===== src/rtl/uart_pkg.sv =====
// Shared UART definitions: receiver/transmitter state encoding and default bit timing.
// Imported by uart_rx today and by uart_tx later.
package uart_pkg;

    typedef enum logic [2:0] {
        IDLE      = 3'd0,
        START     = 3'd1,
        DATA      = 3'd2,
        STOP      = 3'd3,
        WAIT_HIGH = 3'd4
    } uart_state_e;

    localparam int UART_DEFAULT_CLKS_PER_BIT = 434;
    localparam int UART_DATA_BITS            = 8;

    // Mid-bit offset used to align sampling with the centre of each bit.
    function automatic int uart_half_bit(input int clksPerBit);
        return clksPerBit / 2;
    endfunction

endpackage


===== src/rtl/uart_rx_bit_sync.sv =====
// Two-flop synchronizer for a single asynchronous level.
// The reset value is a parameter so an idle-high line does not look like a start bit.
module bit_sync
    import uart_pkg::*;
#(
    parameter logic RESET_VAL = 1'b1
) (
    input  logic clk,
    input  logic rst_n,
    input  logic d_i,
    output logic q_o
);

    logic meta_q;
    logic sync_q;

    always_ff @(posedge clk or negedge rst_n) begin
        if (!rst_n) begin
            meta_q <= RESET_VAL;
            sync_q <= RESET_VAL;
        end else begin
            meta_q <= d_i;
            sync_q <= meta_q;
        end
    end

    assign q_o = sync_q;

endmodule


===== src/rtl/uart_rx.sv =====
// 8N1 serial receiver: samples mid-bit, delivers each good byte with a one-cycle strobe
// and flags a missing stop bit with a one-cycle error strobe.
module uart_rx
    import uart_pkg::*;
#(
    parameter int CLKS_PER_BIT = UART_DEFAULT_CLKS_PER_BIT
) (
    input  logic       clk,
    input  logic       rst_n,
    input  logic       rx,
    output logic [7:0] serial_data_in,
    output logic       serial_in_cplt,
    output logic       serial_in_error
);

    localparam int            CW       = $clog2(CLKS_PER_BIT);
    localparam logic [CW-1:0] CNT_LAST = CW'(CLKS_PER_BIT - 1);
    localparam logic [CW-1:0] CNT_HALF = CW'(uart_half_bit(CLKS_PER_BIT) - 1);

    logic          rx_s;
    uart_state_e   state_q;
    logic [CW-1:0] cnt_q;
    logic [CW-1:0] cnt_d;
    logic [2:0]    bitIdx_q;
    logic [7:0]    shift_q;
    logic [7:0]    data_q;
    logic          cplt_q;
    logic          err_q;

    bit_sync #(
        .RESET_VAL(1'b1)
    ) u_rx_sync (
        .clk  (clk),
        .rst_n(rst_n),
        .d_i  (rx),
        .q_o  (rx_s)
    );

    // Bit timer saturates at the last count so it never wraps while parked in IDLE.
    assign cnt_d = (cnt_q == CNT_LAST) ? cnt_q : cnt_q + CW'(1);

    always_ff @(posedge clk or negedge rst_n) begin
        if (!rst_n) begin
            state_q  <= IDLE;
            cnt_q    <= '0;
            bitIdx_q <= '0;
            shift_q  <= '0;
            data_q   <= '0;
            cplt_q   <= 1'b0;
            err_q    <= 1'b0;
        end else begin
            cplt_q <= 1'b0;
            err_q  <= 1'b0;
            cnt_q  <= cnt_d;
            case (state_q)
                IDLE: begin
                    if (!rx_s) begin
                        cnt_q   <= '0;
                        state_q <= START;
                    end
                end
                START: begin
                    if (cnt_q == CNT_HALF) begin
                        if (!rx_s) begin
                            cnt_q    <= '0;
                            bitIdx_q <= '0;
                            state_q  <= DATA;
                        end else begin
                            state_q <= IDLE;
                        end
                    end
                end
                DATA: begin
                    if (cnt_q == CNT_LAST) begin
                        shift_q  <= {rx_s, shift_q[7:1]};
                        cnt_q    <= '0;
                        bitIdx_q <= bitIdx_q + 3'd1;
                        if (bitIdx_q == 3'd7) begin
                            state_q <= STOP;
                        end
                    end
                end
                // Leaving at mid-stop-bit leaves half a bit to catch a back-to-back start edge.
                STOP: begin
                    if (cnt_q == CNT_LAST) begin
                        if (rx_s) begin
                            data_q  <= shift_q;
                            cplt_q  <= 1'b1;
                            state_q <= IDLE;
                        end else begin
                            err_q   <= 1'b1;
                            state_q <= WAIT_HIGH;
                        end
                    end
                end
                WAIT_HIGH: begin
                    if (rx_s) begin
                        state_q <= IDLE;
                    end
                end
                default: begin
                    state_q <= IDLE;
                end
            endcase
        end
    end

    assign serial_data_in  = data_q;
    assign serial_in_cplt  = cplt_q;
    assign serial_in_error = err_q;

endmodule


===== config.mk =====
export PLATFORM = sky130hd
export DESIGN_NAME = uart_rx
export DESIGN_NICKNAME = d
export VERILOG_FILES = /design/src/rtl/uart_pkg.sv /design/src/rtl/uart_rx_bit_sync.sv /design/src/rtl/uart_rx.sv
export SDC_FILE = /design/constraint.sdc
export NUM_CORES = 1
export LEC_CHECK = 0
export BUFFER_PORTS_ARGS = -buffer_cell sky130_fd_sc_hd__buf_4
export CAP_MARGIN = 20
export CORE_MARGIN = 5
export CORE_UTILIZATION = 32
export CTS_BUF_LIST = sky130_fd_sc_hd__clkbuf_2 sky130_fd_sc_hd__clkbuf_4 sky130_fd_sc_hd__clkbuf_8
export CTS_CLUSTER_SIZE = 12
export DETAILED_ROUTE_END_ITERATION = 8
export GPL_TIMING_DRIVEN = 0
export SETUP_SLACK_MARGIN = 0.05
export SYNTH_ARGS = -nofsm -noshare
export SYNTH_HDL_FRONTEND = slang
export SYNTH_SLANG_ARGS = --single-unit

===== constraint.sdc =====
create_clock -name clk -period 5.1 [get_ports clk]
set_input_delay 0.51 -clock clk [delete_from_list [all_inputs] [get_ports clk]]
set_output_delay 0.51 -clock clk [all_outputs]
set_load 0.01 [all_outputs]

==> results of run 1 <==
-- metal layers --
metal / share of wire / GRT usage / up-vias
met1: 0.47 / 0.121 / 506
met4: 0.017 / 0.0498 / 0
met3: 0.044 / 0.0373 / 4
met5: 0 / 0 / -
li1: - / - / 532
met2: 0.47 / 0.148 / 19
-- sequential cells by signal, summed over array words and instances, names as in the netlist --
name,count
serial_data_in,8
shift_q,8
u_rx_sync.meta_q,1
cnt_q,9
bitIdx_q,3
serial_in_error,1
serial_in_cplt,1
u_rx_sync.q_o,1
state_q,3
-- through the flow --
step | utilization | power (W)
6_report | 0.380 | 0.000489
4_1_cts | 0.380 | 0.000498
3_5_place_dp | 0.363 | 0.000293
2_1_floorplan | - | 0.000286
3_3_place_gp | 0.363 | 0.000293
5_1_grt | 0.380 | 0.000508
-- worst max path at each step --
stage	to	depth (start not counted)	from	slack, ns
detailed placement	cnt_q[2]$_DFF_PN0_	6	cnt_q[0]$_DFF_PN0_	3.05
global route	cnt_q[2]$_DFF_PN0_	6	cnt_q[0]$_DFF_PN0_	2.87
finish	cnt_q[2]$_DFF_PN0_	6	cnt_q[0]$_DFF_PN0_	3.03
floorplan	serial_data_in[0]$_DFFE_PN0P_	8	cnt_q[1]$_DFF_PN0_	3.27
CTS	cnt_q[2]$_DFF_PN0_	6	cnt_q[0]$_DFF_PN0_	3.01
global placement	cnt_q[2]$_DFF_PN0_	6	cnt_q[0]$_DFF_PN0_	3.08
-- placed cells by master, fill, tap and decap left out, types with 2 or more instances in the layout --
master / Yosys / layout
sky130_fd_sc_hd__inv_1: 7 / 7
sky130_fd_sc_hd__nor3_1: 3 / 3
sky130_fd_sc_hd__o32ai_1: 2 / 2
sky130_fd_sc_hd__dfrtp_1: 33 / 33
sky130_fd_sc_hd__ha_1: 6 / 6
sky130_fd_sc_hd__dfstp_2: 2 / 2
sky130_fd_sc_hd__mux2_4: 8 / 8
sky130_fd_sc_hd__nand3_1: 6 / 6
sky130_fd_sc_hd__xnor2_1: 5 / 5
sky130_fd_sc_hd__a22o_1: 2 / 2
sky130_fd_sc_hd__buf_6: 2 / 2
sky130_fd_sc_hd__clkbuf_8: 0 / 5
sky130_fd_sc_hd__nand2_1: 30 / 30
sky130_fd_sc_hd__a21oi_1: 4 / 4
sky130_fd_sc_hd__nor2_1: 12 / 12
sky130_fd_sc_hd__buf_4: 0 / 12
sky130_fd_sc_hd__buf_2: 2 / 2
-- power groups by stage --
stage                     Combinational, W  Sequential (W)  Clock [W]
final                           0.00000762        0.000280   0.000202
after global routing            0.00000911        0.000280   0.000219
after global placement          0.00000822        0.000285          0
after floorplan                 0.00000126        0.000285          0
after detailed placement        0.00000822        0.000285          0
after CTS                       0.00000826        0.000280   0.000210
-- synth_stat cells --
| cell | instances |
|---|---|
| sky130_fd_sc_hd__xor2_1 | 1 |
| sky130_fd_sc_hd__buf_2 | 2 |
| sky130_fd_sc_hd__nand2b_1 | 1 |
| sky130_fd_sc_hd__nor3b_2 | 1 |
| sky130_fd_sc_hd__ha_1 | 6 |
| sky130_fd_sc_hd__nand3_1 | 6 |
| sky130_fd_sc_hd__mux2_4 | 8 |
| sky130_fd_sc_hd__xnor2_1 | 5 |
| sky130_fd_sc_hd__inv_1 | 7 |
| sky130_fd_sc_hd__a21o_1 | 1 |
| sky130_fd_sc_hd__dfrtp_1 | 33 |
| sky130_fd_sc_hd__and3_4 | 1 |
| sky130_fd_sc_hd__a211oi_1 | 1 |
| sky130_fd_sc_hd__nand4_1 | 1 |
| sky130_fd_sc_hd__nor2_1 | 12 |
| sky130_fd_sc_hd__nor3_1 | 3 |
| sky130_fd_sc_hd__dfstp_2 | 2 |
| sky130_fd_sc_hd__o21ai_0 | 1 |
| sky130_fd_sc_hd__a22o_1 | 2 |
| sky130_fd_sc_hd__a221oi_4 | 1 |
| sky130_fd_sc_hd__nand2_1 | 30 |
| sky130_fd_sc_hd__and4b_1 | 1 |
| sky130_fd_sc_hd__mux2_2 | 1 |
| sky130_fd_sc_hd__and4bb_4 | 1 |
| sky130_fd_sc_hd__a21oi_1 | 4 |
| sky130_fd_sc_hd__and4b_4 | 1 |
| sky130_fd_sc_hd__o31a_1 | 1 |
| sky130_fd_sc_hd__nand3_2 | 1 |
| sky130_fd_sc_hd__buf_6 | 2 |
| sky130_fd_sc_hd__a311oi_1 | 1 |
| sky130_fd_sc_hd__inv_2 | 1 |
| sky130_fd_sc_hd__o32ai_1 | 2 |
| sky130_fd_sc_hd__and3_1 | 1 |
| sky130_fd_sc_hd__o21ba_2 | 1 |
| sky130_fd_sc_hd__and2_4 | 1 |
| sky130_fd_sc_hd__nor4bb_1 | 1 |
| sky130_fd_sc_hd__or2b_1 | 1 |
-- area by class of cell --
cell class | count | share of cell area
Sequential cell | 35 | 0.458
Tap cell | 70 | 0.0457
Clock inverter | 2 | 0.00653
Inverter | 8 | 0.0157
Timing Repair Buffer | 12 | 0.0470
Multi-Input combinational cell | 99 | 0.370
Buffer | 4 | 0.0170
Clock buffer | 6 | 0.0398
-- logic make-up after synthesis --
logic type      Yosys count  share of synthesized area
mux                       9                     0.0796
xor+xnor                  6                     0.0318
compound gates           15                     0.0781
buf+inv                  12                     0.0379
fa+ha+maj                 6                     0.0455
simple gates             63                      0.195
flops                    35                      0.532
==> run_summary.xml, run 1 <==
<?xml version="1.0" encoding="UTF-8"?>
<metrics>
  <group name="power">
    <metric name="p_per_cell_area" unit="nW/um2">255</metric>
    <metric name="power_frac_comb" unit="">0.016</metric>
    <metric name="clockPowerShare" unit="">0.413</metric>
    <metric name="switching_power" unit="W">0.000108</metric>
    <metric name="leakagePower" unit="nW">0.922</metric>
    <metric name="share_seq_of_total_power" unit="">0.571</metric>
    <metric name="vdd.ir_drop.worst" unit="mV">0.0976</metric>
    <metric name="netSwitchingFraction" unit="">0.221</metric>
    <metric name="p_int" unit="W">0.000381</metric>
  </group>
  <group name="worst_setup_path">
    <metric name="worst-r2r-setup-slack" unit="ns">3.03</metric>
    <metric name="worst-path-buf-inv" unit="">1</metric>
    <metric name="rr_startpoint" unit="">cnt_q[0]$_DFF_PN0_</metric>
    <metric name="crit_chain" unit="">inv_1, ha_1, nor4bb_1, nand3_1, a221oi_4, o32ai_1</metric>
    <metric name="cpLargestDelayFamily" unit="">compound AO/OA/AOI/OAI gates</metric>
    <metric name="timing.reg2reg.worst_path_depth" unit="">6</metric>
    <metric name="endpoint_kind" unit="">flop</metric>
    <metric name="critical_path_arrival" unit="ns">2.22</metric>
    <metric name="worstPathRequired" unit="ns">5.25</metric>
    <metric name="slowest_stage" unit="">sky130_fd_sc_hd__a221oi_4</metric>
    <metric name="timing.critical_path.slowest_cell_delay" unit="ns">0.50</metric>
    <metric name="crit_fanout" unit="">7</metric>
    <metric name="critical_path_class" unit="">flop to flop</metric>
    <metric name="start_kind" unit="">flop</metric>
    <metric name="r2r_end" unit="">cnt_q[2]$_DFF_PN0_</metric>
  </group>
  <group name="clock_tree">
    <metric name="clk-insertion-delay-late" unit="ns">0.29</metric>
    <metric name="clock_sink_count" unit="">35</metric>
    <metric name="cts-buffers-inserted" unit="">5</metric>
    <metric name="hold_buffers" unit="">0</metric>
    <metric name="tritoncts" unit="">yes</metric>
    <metric name="h_tree_levels" unit="">2</metric>
    <metric name="clk_buf_depth" unit="">2</metric>
    <metric name="cts-root-buf" unit="">sky130_fd_sc_hd__clkbuf_8</metric>
    <metric name="cts_repair_resize_count" unit="">0</metric>
    <metric name="cts.clk_slew.worst_paths" unit="ns">0.08</metric>
    <metric name="cts.repair_timing.setup_buffer_count" unit="">0</metric>
  </group>
  <group name="layout">
    <metric name="count_of_fill_cells_added_during_filler_insertion" unit="">497</metric>
    <metric name="seq_area" unit="um2">878</metric>
    <metric name="post_route_cells_drive_above_1_share" unit="">0.265</metric>
    <metric name="multi_input_comb_area" unit="um2">709</metric>
    <metric name="finalNetCount" unit="">174</metric>
    <metric name="antenna-diode-count" unit="">0</metric>
    <metric name="final_instance_area" unit="um2">1920</metric>
    <metric name="areaGrowthSynthToFinish" unit="%">16.1</metric>
    <metric name="final_cell_count_no_fill" unit="">236</metric>
  </group>
  <group name="timing">
    <metric name="setup_tns" unit="ns">0</metric>
    <metric name="min_period_over_period" unit="">0.406</metric>
    <metric name="finalSetupViolCount" unit="">0</metric>
    <metric name="setup_ws" unit="ns">3.03</metric>
    <metric name="final_hold_violating_endpoints" unit="">0</metric>
    <metric name="worst_hold_slack" unit="ns">0.163</metric>
    <metric name="setup_repair_after_global_routing_missed_its_margin" unit="">false</metric>
    <metric name="tightest_slew" unit="ns">0.441</metric>
    <metric name="slew_headroom" unit="">0.706</metric>
    <metric name="drv_slew" unit="">0</metric>
    <metric name="upper_clock_frequency_limit" unit="GHz">0.483</metric>
    <metric name="skew" unit="ns">0.00858</metric>
    <metric name="min_period" unit="ns">2.07</metric>
  </group>
  <group name="placement">
    <metric name="placement.cell_area" unit="um2">1830</metric>
    <metric name="io_buffer_count" unit="">12</metric>
    <metric name="dp_worst_setup_slack" unit="ns">3.05</metric>
    <metric name="place.detailed.instances" unit="">228</metric>
    <metric name="post-dp-hpwl" unit="mm">1.98</metric>
    <metric name="routabilityCongestion" unit="">0.750</metric>
  </group>
  <group name="synth">
    <metric name="synth_top_cells_by_area" unit="">sky130_fd_sc_hd__dfrtp_1 (50%), sky130_fd_sc_hd__mux2_4 (7.3%), sky130_fd_sc_hd__nand2_1 (6.8%)</metric>
    <metric name="post-synth-top-area-fraction" unit="">0.500</metric>
    <metric name="post_syn_area" unit="um2">1650</metric>
    <metric name="synth-seq-cells" unit="">35</metric>
    <metric name="yosysWarningCount" unit="">0</metric>
    <metric name="number_of_nets_in_the_synthesized_netlist" unit="">155</metric>
    <metric name="yosysSeqAreaShare" unit="">0.532</metric>
    <metric name="yosysUniqueCellTypes" unit="">37</metric>
    <metric name="syn-instance-count" unit="">146</metric>
    <metric name="synth.largest_area_cell" unit="">sky130_fd_sc_hd__dfrtp_1</metric>
    <metric name="synthesis.area_per_instance" unit="um2">11.3</metric>
  </group>
  <group name="floorplanning">
    <metric name="core_box_area" unit="um2">5040</metric>
    <metric name="die_area" unit="um2">6690</metric>
    <metric name="floorplan.initialDensity" unit="">0.327</metric>
    <metric name="die-width" unit="um">81.8</metric>
    <metric name="ios" unit="">13</metric>
    <metric name="floorplan.rows" unit="">26</metric>
    <metric name="dieHeight" unit="um">81.8</metric>
  </group>
  <group name="global_routing">
    <metric name="grt_max_degree" unit="">36</metric>
    <metric name="grt_overflow" unit="">0</metric>
    <metric name="grt_pass1_vias" unit="">1016</metric>
    <metric name="grtUsageTotal" unit="">0.0977</metric>
    <metric name="antenna_violations_before_repair" unit="">0</metric>
    <metric name="grt_pass1_wl" unit="mm">4.83</metric>
  </group>
  <group name="drt">
    <metric name="vias_per_cell" unit="">4.50</metric>
    <metric name="drt.antenna.violating_nets" unit="">0</metric>
    <metric name="routed-via-count" unit="">1061</metric>
    <metric name="wirelength" unit="mm">2.89</metric>
    <metric name="drt_pre_antenna_iters" unit="">4</metric>
    <metric name="drt-wirelength-per-cell" unit="um">12.2</metric>
    <metric name="remaining_drc_errors" unit="">0</metric>
    <metric name="first_iter_violations" unit="">32</metric>
  </group>
  <group name="hold_path">
    <metric name="holdCritPathClass" unit="">primary input to asynchronous set/reset pin</metric>
  </group>
  <group name="run">
    <metric name="maxCapViolCount" unit="">0</metric>
  </group>
  <group name="status">
    <metric name="run_status" unit="">completed</metric>
  </group>
</metrics>
No activity file was read; power rests on OpenSTA's default activity.
==> run 2: changes to the inputs <==
Settings changed: ABC_AREA set to 1.
Clock period 5.1 ns to 2.2 ns, I/O delays scaled along.
==> run 2 against run 1 <==
Net effect: highest routed layer unchanged; largest power group unchanged; synthesized area up 6.1%; flip-flop and latch count unchanged; power up 130%; clock-buffer cell count unchanged.
==> run_summary.xml, run 2 <==
<?xml version="1.0" encoding="UTF-8"?>
<metrics>
  <group name="status">
    <metric name="run_status" unit="">completed</metric>
  </group>
  <group name="worst_setup_path">
    <metric name="worstPathRequired" unit="ns">2.37</metric>
    <metric name="crit_chain" unit="">inv_1, ha_1, nand2_1, nor2_1, nand2_1, nand2_1, nand3_2, nand2_1, inv_1</metric>
    <metric name="timing.reg2reg.worst_path_depth" unit="">9</metric>
    <metric name="critical_path_arrival" unit="ns">1.76</metric>
    <metric name="timing.critical_path.slowest_cell_delay" unit="ns">0.42</metric>
    <metric name="crit_path_frequent_cell" unit="">sky130_fd_sc_hd__nand2_1</metric>
    <metric name="slowest_stage" unit="">sky130_fd_sc_hd__dfrtp_1</metric>
    <metric name="r2r_end" unit="">cnt_q[2]$_DFF_PN0_</metric>
    <metric name="endpoint_kind" unit="">flop</metric>
    <metric name="start_kind" unit="">flop</metric>
    <metric name="worst-r2r-setup-slack" unit="ns">0.61</metric>
    <metric name="critical_path_class" unit="">flop to flop</metric>
    <metric name="crit_fanout" unit="">8</metric>
    <metric name="rr_startpoint" unit="">cnt_q[0]$_DFF_PN0_</metric>
  </group>
  <group name="floorplanning">
    <metric name="die-width" unit="um">84.0</metric>
    <metric name="floorplan.initialDensity" unit="">0.324</metric>
    <metric name="core_box_area" unit="um2">5410</metric>
    <metric name="ios" unit="">13</metric>
    <metric name="floorplan.rows" unit="">27</metric>
    <metric name="die_area" unit="um2">7050</metric>
    <metric name="dieHeight" unit="um">84.0</metric>
  </group>
  <group name="timing">
    <metric name="finalSetupViolCount" unit="">0</metric>
    <metric name="setup_repair_after_global_routing_missed_its_margin" unit="">false</metric>
    <metric name="min_period_over_period" unit="">0.722</metric>
    <metric name="drv_slew" unit="">0</metric>
    <metric name="min_period" unit="ns">1.59</metric>
    <metric name="skew" unit="ns">0.00369</metric>
    <metric name="tightest_slew" unit="ns">0.439</metric>
    <metric name="worst_hold_slack" unit="ns">0.0426</metric>
    <metric name="setup_tns" unit="ns">0</metric>
    <metric name="upper_clock_frequency_limit" unit="GHz">0.629</metric>
    <metric name="slew_headroom" unit="">0.707</metric>
    <metric name="final_hold_violating_endpoints" unit="">0</metric>
  </group>
  <group name="synth">
    <metric name="dominantRegCellSynth" unit="">sky130_fd_sc_hd__dfrtp_1</metric>
    <metric name="number_of_nets_in_the_synthesized_netlist" unit="">214</metric>
    <metric name="synth_top_cells_by_area" unit="">sky130_fd_sc_hd__dfrtp_1 (47%), sky130_fd_sc_hd__nand2_1 (13%), sky130_fd_sc_hd__inv_1 (8.1%)</metric>
    <metric name="syn-instance-count" unit="">205</metric>
    <metric name="asyncSetResetFlopFracSynth" unit="">1.00</metric>
    <metric name="synthMostInstantiatedCell" unit="">sky130_fd_sc_hd__nand2_1</metric>
    <metric name="yosysUniqueCellTypes" unit="">26</metric>
    <metric name="synth-seq-cells" unit="">35</metric>
    <metric name="yosysSeqAreaShare" unit="">0.501</metric>
    <metric name="post_synth_most_frequent_cells" unit="">sky130_fd_sc_hd__nand2_1 (60), sky130_fd_sc_hd__inv_1 (38), sky130_fd_sc_hd__dfrtp_1 (33)</metric>
    <metric name="yosysWarningCount" unit="">0</metric>
    <metric name="synthesis.area_per_instance" unit="um2">8.54</metric>
    <metric name="synth-edff-count" unit="">0</metric>
    <metric name="post_syn_area" unit="um2">1750</metric>
    <metric name="synth.largest_area_cell" unit="">sky130_fd_sc_hd__dfrtp_1</metric>
    <metric name="post-synth-top-area-fraction" unit="">0.471</metric>
  </group>
  <group name="power">
    <metric name="clockPowerShare" unit="">0.408</metric>
    <metric name="power_frac_comb" unit="">0.017</metric>
    <metric name="netSwitchingFraction" unit="">0.216</metric>
    <metric name="switching_power" unit="W">0.000244</metric>
    <metric name="p_per_cell_area" unit="nW/um2">556</metric>
    <metric name="share_seq_of_total_power" unit="">0.575</metric>
    <metric name="total_power" unit="W">0.00113</metric>
    <metric name="leakagePower" unit="nW">1.10</metric>
    <metric name="vdd.ir_drop.worst" unit="mV">0.384</metric>
    <metric name="p_int" unit="W">0.000885</metric>
  </group>
  <group name="drt">
    <metric name="first_iter_violations" unit="">118</metric>
    <metric name="routed-via-count" unit="">1258</metric>
    <metric name="drt-wirelength-per-cell" unit="um">10.3</metric>
    <metric name="drt_pre_antenna_iters" unit="">4</metric>
    <metric name="remaining_drc_errors" unit="">0</metric>
    <metric name="vias_per_cell" unit="">4.22</metric>
    <metric name="wirelength" unit="mm">3.06</metric>
    <metric name="drt.antenna.violating_nets" unit="">0</metric>
  </group>
  <group name="hold_path">
    <metric name="worst_hold_path.endpoint" unit="">u_rx_sync.meta_q$_DFF_PN1_</metric>
    <metric name="worstHoldPathCells" unit="">1</metric>
    <metric name="holdCritPathClass" unit="">primary input to flop</metric>
    <metric name="min-delay-start" unit="">rx</metric>
  </group>
  <group name="layout">
    <metric name="post_route_cells_drive_above_1_share" unit="">0.195</metric>
    <metric name="finalNetCount" unit="">234</metric>
    <metric name="highest_count_cells_in_the_layout_ignoring_fill_and_taps" unit="">sky130_fd_sc_hd__nand2_1 (60), sky130_fd_sc_hd__inv_1 (38), sky130_fd_sc_hd__dfrtp_1 (33)</metric>
    <metric name="mostFrequentLayoutCell" unit="">sky130_fd_sc_hd__nand2_1</metric>
    <metric name="largest_register" unit="">cnt_q</metric>
    <metric name="areaGrowthSynthToFinish" unit="%">15.9</metric>
    <metric name="final_instance_area" unit="um2">2030</metric>
    <metric name="antenna-diode-count" unit="">0</metric>
    <metric name="largest_register_ff_count" unit="">9</metric>
  </group>
  <group name="placement">
    <metric name="routabilityCongestion" unit="">0.806</metric>
    <metric name="post-dp-hpwl" unit="mm">2.16</metric>
    <metric name="io_buffer_count" unit="">12</metric>
    <metric name="placement.cell_area" unit="um2">1930</metric>
  </group>
  <group name="global_routing">
    <metric name="grt_pass1_vias" unit="">1340</metric>
    <metric name="grt_overflow" unit="">0</metric>
    <metric name="antenna_violations_before_repair" unit="">0</metric>
    <metric name="grtUsageTotal" unit="">0.101</metric>
    <metric name="grt_pass1_wl" unit="mm">5.89</metric>
    <metric name="grt_max_degree" unit="">36</metric>
  </group>
  <group name="clock_tree">
    <metric name="clock_sink_count" unit="">35</metric>
    <metric name="cts-root-buf" unit="">sky130_fd_sc_hd__clkbuf_8</metric>
    <metric name="clk-insertion-delay-late" unit="ns">0.28</metric>
    <metric name="tritoncts" unit="">yes</metric>
    <metric name="cts-buffers-inserted" unit="">5</metric>
    <metric name="cts_repair_resize_count" unit="">0</metric>
    <metric name="h_tree_levels" unit="">2</metric>
    <metric name="cts.repair_timing.setup_buffer_count" unit="">0</metric>
    <metric name="cts.clk_slew.worst_paths" unit="ns">0.07</metric>
    <metric name="clk_buf_depth" unit="">2</metric>
  </group>
  <group name="run">
    <metric name="maxCapViolCount" unit="">0</metric>
  </group>
</metrics>
## run 2: area by class of cell
cell class	count	area, um2
clock inverters	2	12.5
clock buffers	6	76.3
inverters	40	153
repair buffers	13	100
flip-flops and latches	35	878
plain buffers	3	30.0
fillers	562	3370
well taps	72	90.1
multi-input cells	127	691
## run 2: worst max-delay path, delay by kind of cell (launching register included)
kind | cells | cell delay [ns]
fa+ha+maj | 1 | 0.15
buf+inv | 2 | 0.15
simple gates | 6 | 0.75
flops | 1 | 0.42
## run 2: routing by layer
metal,track usage,share of wire,up-vias
met2,0.168,0.47,21
met3,0.0316,0.034,3
li1,-,-,657
met1,0.127,0.49,577
met5,0,0,-
met4,0.0263,0.0046,0
## run 2: logic make-up (layout without fill, tap and decap cells)
kind of cell,count (synthesis),after routing,share of synthesized area
compound gates,20,20,0.0757
xor+xnor,5,5,0.0250
fa+ha+maj,6,6,0.0429
buf+inv,43,64,0.104
flops,35,35,0.501
simple gates,96,96,0.251
## run 2: power by group through the flow
stage               Sequential, W  Combinational [W]  Clock (W)
finish                   0.000649          0.0000192   0.000460
floorplan                0.000660         0.00000273          0
global placement         0.000661          0.0000191          0
global route             0.000649          0.0000227   0.000518
detailed placement       0.000661          0.0000189          0
CTS                      0.000648          0.0000202   0.000481
## run 2: timing repair
item / in CTS / in global routing
setup endpoints to repair: 0 / 0
endpoints found under the hold margin: 33 / 0
hold buffers: 1 / 0
## run 2: worst max path at each step
stage,startpoint,end,slack (ns)
floorplan,cnt_q[1]$_DFF_PN0_,cnt_q[0]$_DFF_PN0_,0.80
global placement,cnt_q[0]$_DFF_PN0_,cnt_q[2]$_DFF_PN0_,0.64
detailed placement,cnt_q[0]$_DFF_PN0_,cnt_q[2]$_DFF_PN0_,0.61
CTS,cnt_q[0]$_DFF_PN0_,cnt_q[2]$_DFF_PN0_,0.59
global route,cnt_q[0]$_DFF_PN0_,cnt_q[1]$_DFF_PN0_,0.43
finish,cnt_q[0]$_DFF_PN0_,cnt_q[2]$_DFF_PN0_,0.61
## run 2: stage by stage
step / cells / utilization / worst slack [ns]
CTS: 298 / 0.376 / 0.595
global route: 298 / 0.376 / 0.435
detailed placement: 289 / 0.357 / 0.615
floorplan: 205 / - / 0.800
global placement: 289 / 0.357 / 0.637
finish: 298 / 0.376 / 0.611
==> run 3: changes to the inputs <==
Clock period 2.2 ns to 1.3 ns, I/O delays scaled along.
==> run 3 against run 2 <==
Net effect: the flow now finishes with violations (negative setup slack); wire length grew 18%; clock skew grew 0.0063 ns; combinational power grew 93%; worst hold slack gained 0.27 ns; power grew 92%; global-route usage grew 1.1 points; utilization grew 6.5 points; critical path type unchanged; critical endpoint is now serial_data_in[4]$_DFFE_PN0P_.
==> run_summary.xml, run 3 (synthesized netlist as in run 2, its figures left out) <==
<?xml version="1.0" encoding="UTF-8"?>
<metrics>
  <group name="status">
    <metric name="run_status" unit="">complete, but fails checks</metric>
    <metric name="violations" unit="">negative setup slack</metric>
  </group>
  <group name="global_routing">
    <metric name="grt_max_degree" unit="">36</metric>
    <metric name="grt_overflow" unit="">0</metric>
    <metric name="grtUsageTotal" unit="">0.112</metric>
    <metric name="grt_pass1_vias" unit="">1369</metric>
    <metric name="antenna_violations_before_repair" unit="">0</metric>
    <metric name="grt_pass1_wl" unit="mm">6.29</metric>
  </group>
  <group name="layout">
    <metric name="highest_count_cells_in_the_layout_ignoring_fill_and_taps" unit="">sky130_fd_sc_hd__nand2_1 (46), sky130_fd_sc_hd__inv_1 (34), sky130_fd_sc_hd__dfrtp_1 (32)</metric>
    <metric name="largest_register" unit="">cnt_q</metric>
    <metric name="final_instance_area" unit="um2">2380</metric>
    <metric name="post_route_cells_drive_above_1_share" unit="">0.370</metric>
    <metric name="antenna-diode-count" unit="">0</metric>
    <metric name="areaGrowthSynthToFinish" unit="%">36.0</metric>
    <metric name="finalNetCount" unit="">246</metric>
    <metric name="final_core_util" unit="">0.441</metric>
    <metric name="largest_register_ff_count" unit="">9</metric>
    <metric name="final_cell_count_no_fill" unit="">310</metric>
    <metric name="mostFrequentLayoutCell" unit="">sky130_fd_sc_hd__nand2_1</metric>
  </group>
  <group name="floorplanning">
    <metric name="die_area" unit="um2">7050</metric>
    <metric name="core_box_area" unit="um2">5410</metric>
    <metric name="ios" unit="">13</metric>
    <metric name="floorplan.rows" unit="">27</metric>
    <metric name="die-width" unit="um">84.0</metric>
    <metric name="dieHeight" unit="um">84.0</metric>
    <metric name="floorplan.initialDensity" unit="">0.324</metric>
  </group>
  <group name="clock_tree">
    <metric name="h_tree_levels" unit="">2</metric>
    <metric name="cts-root-buf" unit="">sky130_fd_sc_hd__clkbuf_8</metric>
    <metric name="clk-insertion-delay-late" unit="ns">0.30</metric>
    <metric name="tritoncts" unit="">yes</metric>
    <metric name="clk_buf_depth" unit="">2</metric>
    <metric name="clock_sink_count" unit="">35</metric>
    <metric name="cts-buffers-inserted" unit="">5</metric>
    <metric name="cts.clk_slew.worst_paths" unit="ns">0.08</metric>
  </group>
  <group name="power">
    <metric name="share_seq_of_total_power" unit="">0.506</metric>
    <metric name="p_int" unit="W">0.00168</metric>
    <metric name="switching_power" unit="W">0.000485</metric>
    <metric name="p_per_cell_area" unit="nW/um2">911</metric>
    <metric name="netSwitchingFraction" unit="">0.223</metric>
    <metric name="leakagePower" unit="nW">1.25</metric>
    <metric name="power_frac_comb" unit="">0.017</metric>
    <metric name="clockPowerShare" unit="">0.477</metric>
    <metric name="vdd.ir_drop.worst" unit="mV">0.597</metric>
  </group>
  <group name="worst_setup_path">
    <metric name="setup.worst_path.end" unit="">serial_data_in[4]$_DFFE_PN0P_</metric>
    <metric name="critical_path_class" unit="">flop to flop</metric>
    <metric name="crit_chain" unit="">inv_2, ha_4, nand2_4, nor2_4, nand2_8, inv_8, nand2_8, buf_12, nand2_4, o21ai_2</metric>
    <metric name="critical_path_arrival" unit="ns">1.63</metric>
    <metric name="timing.critical_path.depth" unit="">10</metric>
    <metric name="timing.critical_path.slowest_cell_delay" unit="ns">0.39</metric>
    <metric name="endpoint_kind" unit="">flop</metric>
    <metric name="worst_setup_path_startpoint" unit="">cnt_q[1]$_DFF_PN0_</metric>
    <metric name="timing.reg2reg.worst_path_depth" unit="">10</metric>
    <metric name="start_kind" unit="">flop</metric>
    <metric name="crit_fanout" unit="">8</metric>
    <metric name="cpLargestDelayFamily" unit="">simple AND/OR/NAND/NOR gates</metric>
    <metric name="worst-path-buf-inv" unit="">3</metric>
    <metric name="rr_startpoint" unit="">cnt_q[1]$_DFF_PN0_</metric>
    <metric name="worstPathRequired" unit="ns">1.50</metric>
    <metric name="slowest_stage" unit="">sky130_fd_sc_hd__dfrtp_1</metric>
    <metric name="r2r_end" unit="">serial_data_in[4]$_DFFE_PN0P_</metric>
    <metric name="worst-r2r-setup-slack" unit="ns">-0.13</metric>
  </group>
  <group name="timing">
    <metric name="drv_slew" unit="">0</metric>
    <metric name="final_hold_violating_endpoints" unit="">0</metric>
    <metric name="min_period_over_period" unit="">1.10</metric>
    <metric name="skew" unit="ns">0.00995</metric>
    <metric name="finalSetupViolCount" unit="">32</metric>
    <metric name="min_period" unit="ns">1.43</metric>
    <metric name="slew_headroom" unit="">0.695</metric>
    <metric name="setup_repair_after_global_routing_missed_its_margin" unit="">true</metric>
    <metric name="worst_hold_slack" unit="ns">0.316</metric>
    <metric name="upper_clock_frequency_limit" unit="GHz">0.699</metric>
    <metric name="setup_ws" unit="ns">-0.130</metric>
    <metric name="tightest_slew" unit="ns">0.458</metric>
  </group>
  <group name="placement">
    <metric name="io_buffer_count" unit="">12</metric>
    <metric name="placement.cell_area" unit="um2">1980</metric>
    <metric name="post-dp-hpwl" unit="mm">2.17</metric>
    <metric name="routabilityCongestion" unit="">0.764</metric>
    <metric name="place.detailed.instances" unit="">289</metric>
    <metric name="dp_worst_setup_slack" unit="ns">-0.191</metric>
  </group>
  <group name="drt">
    <metric name="drt.antenna.violating_nets" unit="">0</metric>
    <metric name="drt-wirelength-per-cell" unit="um">11.7</metric>
    <metric name="routed-via-count" unit="">1357</metric>
    <metric name="first_iter_violations" unit="">51</metric>
    <metric name="drt_pre_antenna_iters" unit="">4</metric>
    <metric name="remaining_drc_errors" unit="">0</metric>
    <metric name="vias_per_cell" unit="">4.38</metric>
    <metric name="wirelength" unit="mm">3.62</metric>
  </group>
  <group name="run">
    <metric name="maxCapViolCount" unit="">0</metric>
  </group>
  <group name="hold_path">
    <metric name="holdCritPathClass" unit="">primary input to asynchronous set/reset pin</metric>
  </group>
</metrics>
run 3: cell types whose count changed in the layout (fill, tap and decap cells not counted), moves of 3 or more:
cell	delta
sky130_fd_sc_hd__inv_1	-4
sky130_fd_sc_hd__nor2_1	-3
sky130_fd_sc_hd__nand2_1	-14
sky130_fd_sc_hd__nand2_4	+5
sky130_fd_sc_hd__nand2_2	+8
sky130_fd_sc_hd__o21ai_2	+6
sky130_fd_sc_hd__buf_4	+6
sky130_fd_sc_hd__inv_2	+3
sky130_fd_sc_hd__o21ai_0	-7
run 3: stage by stage:
step	total power (W)	TNS, ns
finish	0.00217	-3.15
global route	0.00226	-5.90
CTS	0.00220	-2.06
detailed placement	0.00115	-4.55
global placement	0.00115	-4.28
floorplan	0.00112	-0.0993
run 3: worst min path at each step:
| stage | endpoint | slack, ns | startpoint | cells after the start |
|---|---|---|---|---|
| 5_1_grt | serial_data_in[1]$_DFFE_PN0P_ | 0.37 | rst_n | 2 |
| 3_3_place_gp | cnt_q[7]$_DFF_PN0_ | 0.12 | rst_n | 1 |
| 6_report | serial_data_in[1]$_DFFE_PN0P_ | 0.32 | rst_n | 2 |
| 3_5_place_dp | cnt_q[5]$_DFF_PN0_ | 0.12 | rst_n | 1 |
| 4_1_cts | serial_data_in[1]$_DFFE_PN0P_ | 0.33 | rst_n | 2 |
| 2_1_floorplan | bitIdx_q[0]$_DFFE_PN0P_ | -0.17 | rst_n | 0 |
run 3: final cells by class:
type / instances / area, um2
fillers: 544 / 3020
flip-flops and latches: 35 / 880
multi-input cells: 128 / 872
repair buffers: 24 / 223
inverters: 40 / 163
well taps: 72 / 90.1
clock buffers: 5 / 68.8
clock inverters: 3 / 47.5
plain buffers: 3 / 38.8
run 3: repair_timing:
item / 4_1_cts / 5_1_grt
resized for setup: 23 / 21
endpoints found under the setup margin: 32 / 33
gates cloned: 1 / 2
endpoints found under the hold margin: 34 / 0
pin swaps: 2 / 3
buffers inserted: 6 / 2
hold buffers: 2 / 0
run 3: power by group through the flow:
stage	sequential (W)	clock, W	combinational, W
after floorplan	0.00112	0	0.00000520
after global placement	0.00112	0	0.0000335
after detailed placement	0.00112	0	0.0000340
after CTS	0.00110	0.00107	0.0000389
after global routing	0.00110	0.00112	0.0000441
final	0.00110	0.00103	0.0000371
run 3: worst reg2reg max path, delay by kind of cell, from the launching register on:
family | cells | cell delay (ns)
AOI/OAI and AO/OA | 1 | 0.04
and+or+nand+nor | 5 | 0.42
buffers and inverters | 3 | 0.34
adders and majority gates | 1 | 0.14
DFF | 1 | 0.39
run 3: per-layer routing:
layer,share of wire,track usage
met4,0.023,0.0570
met1,0.47,0.137
met5,0,0
met3,0.034,0.0316
met2,0.47,0.180
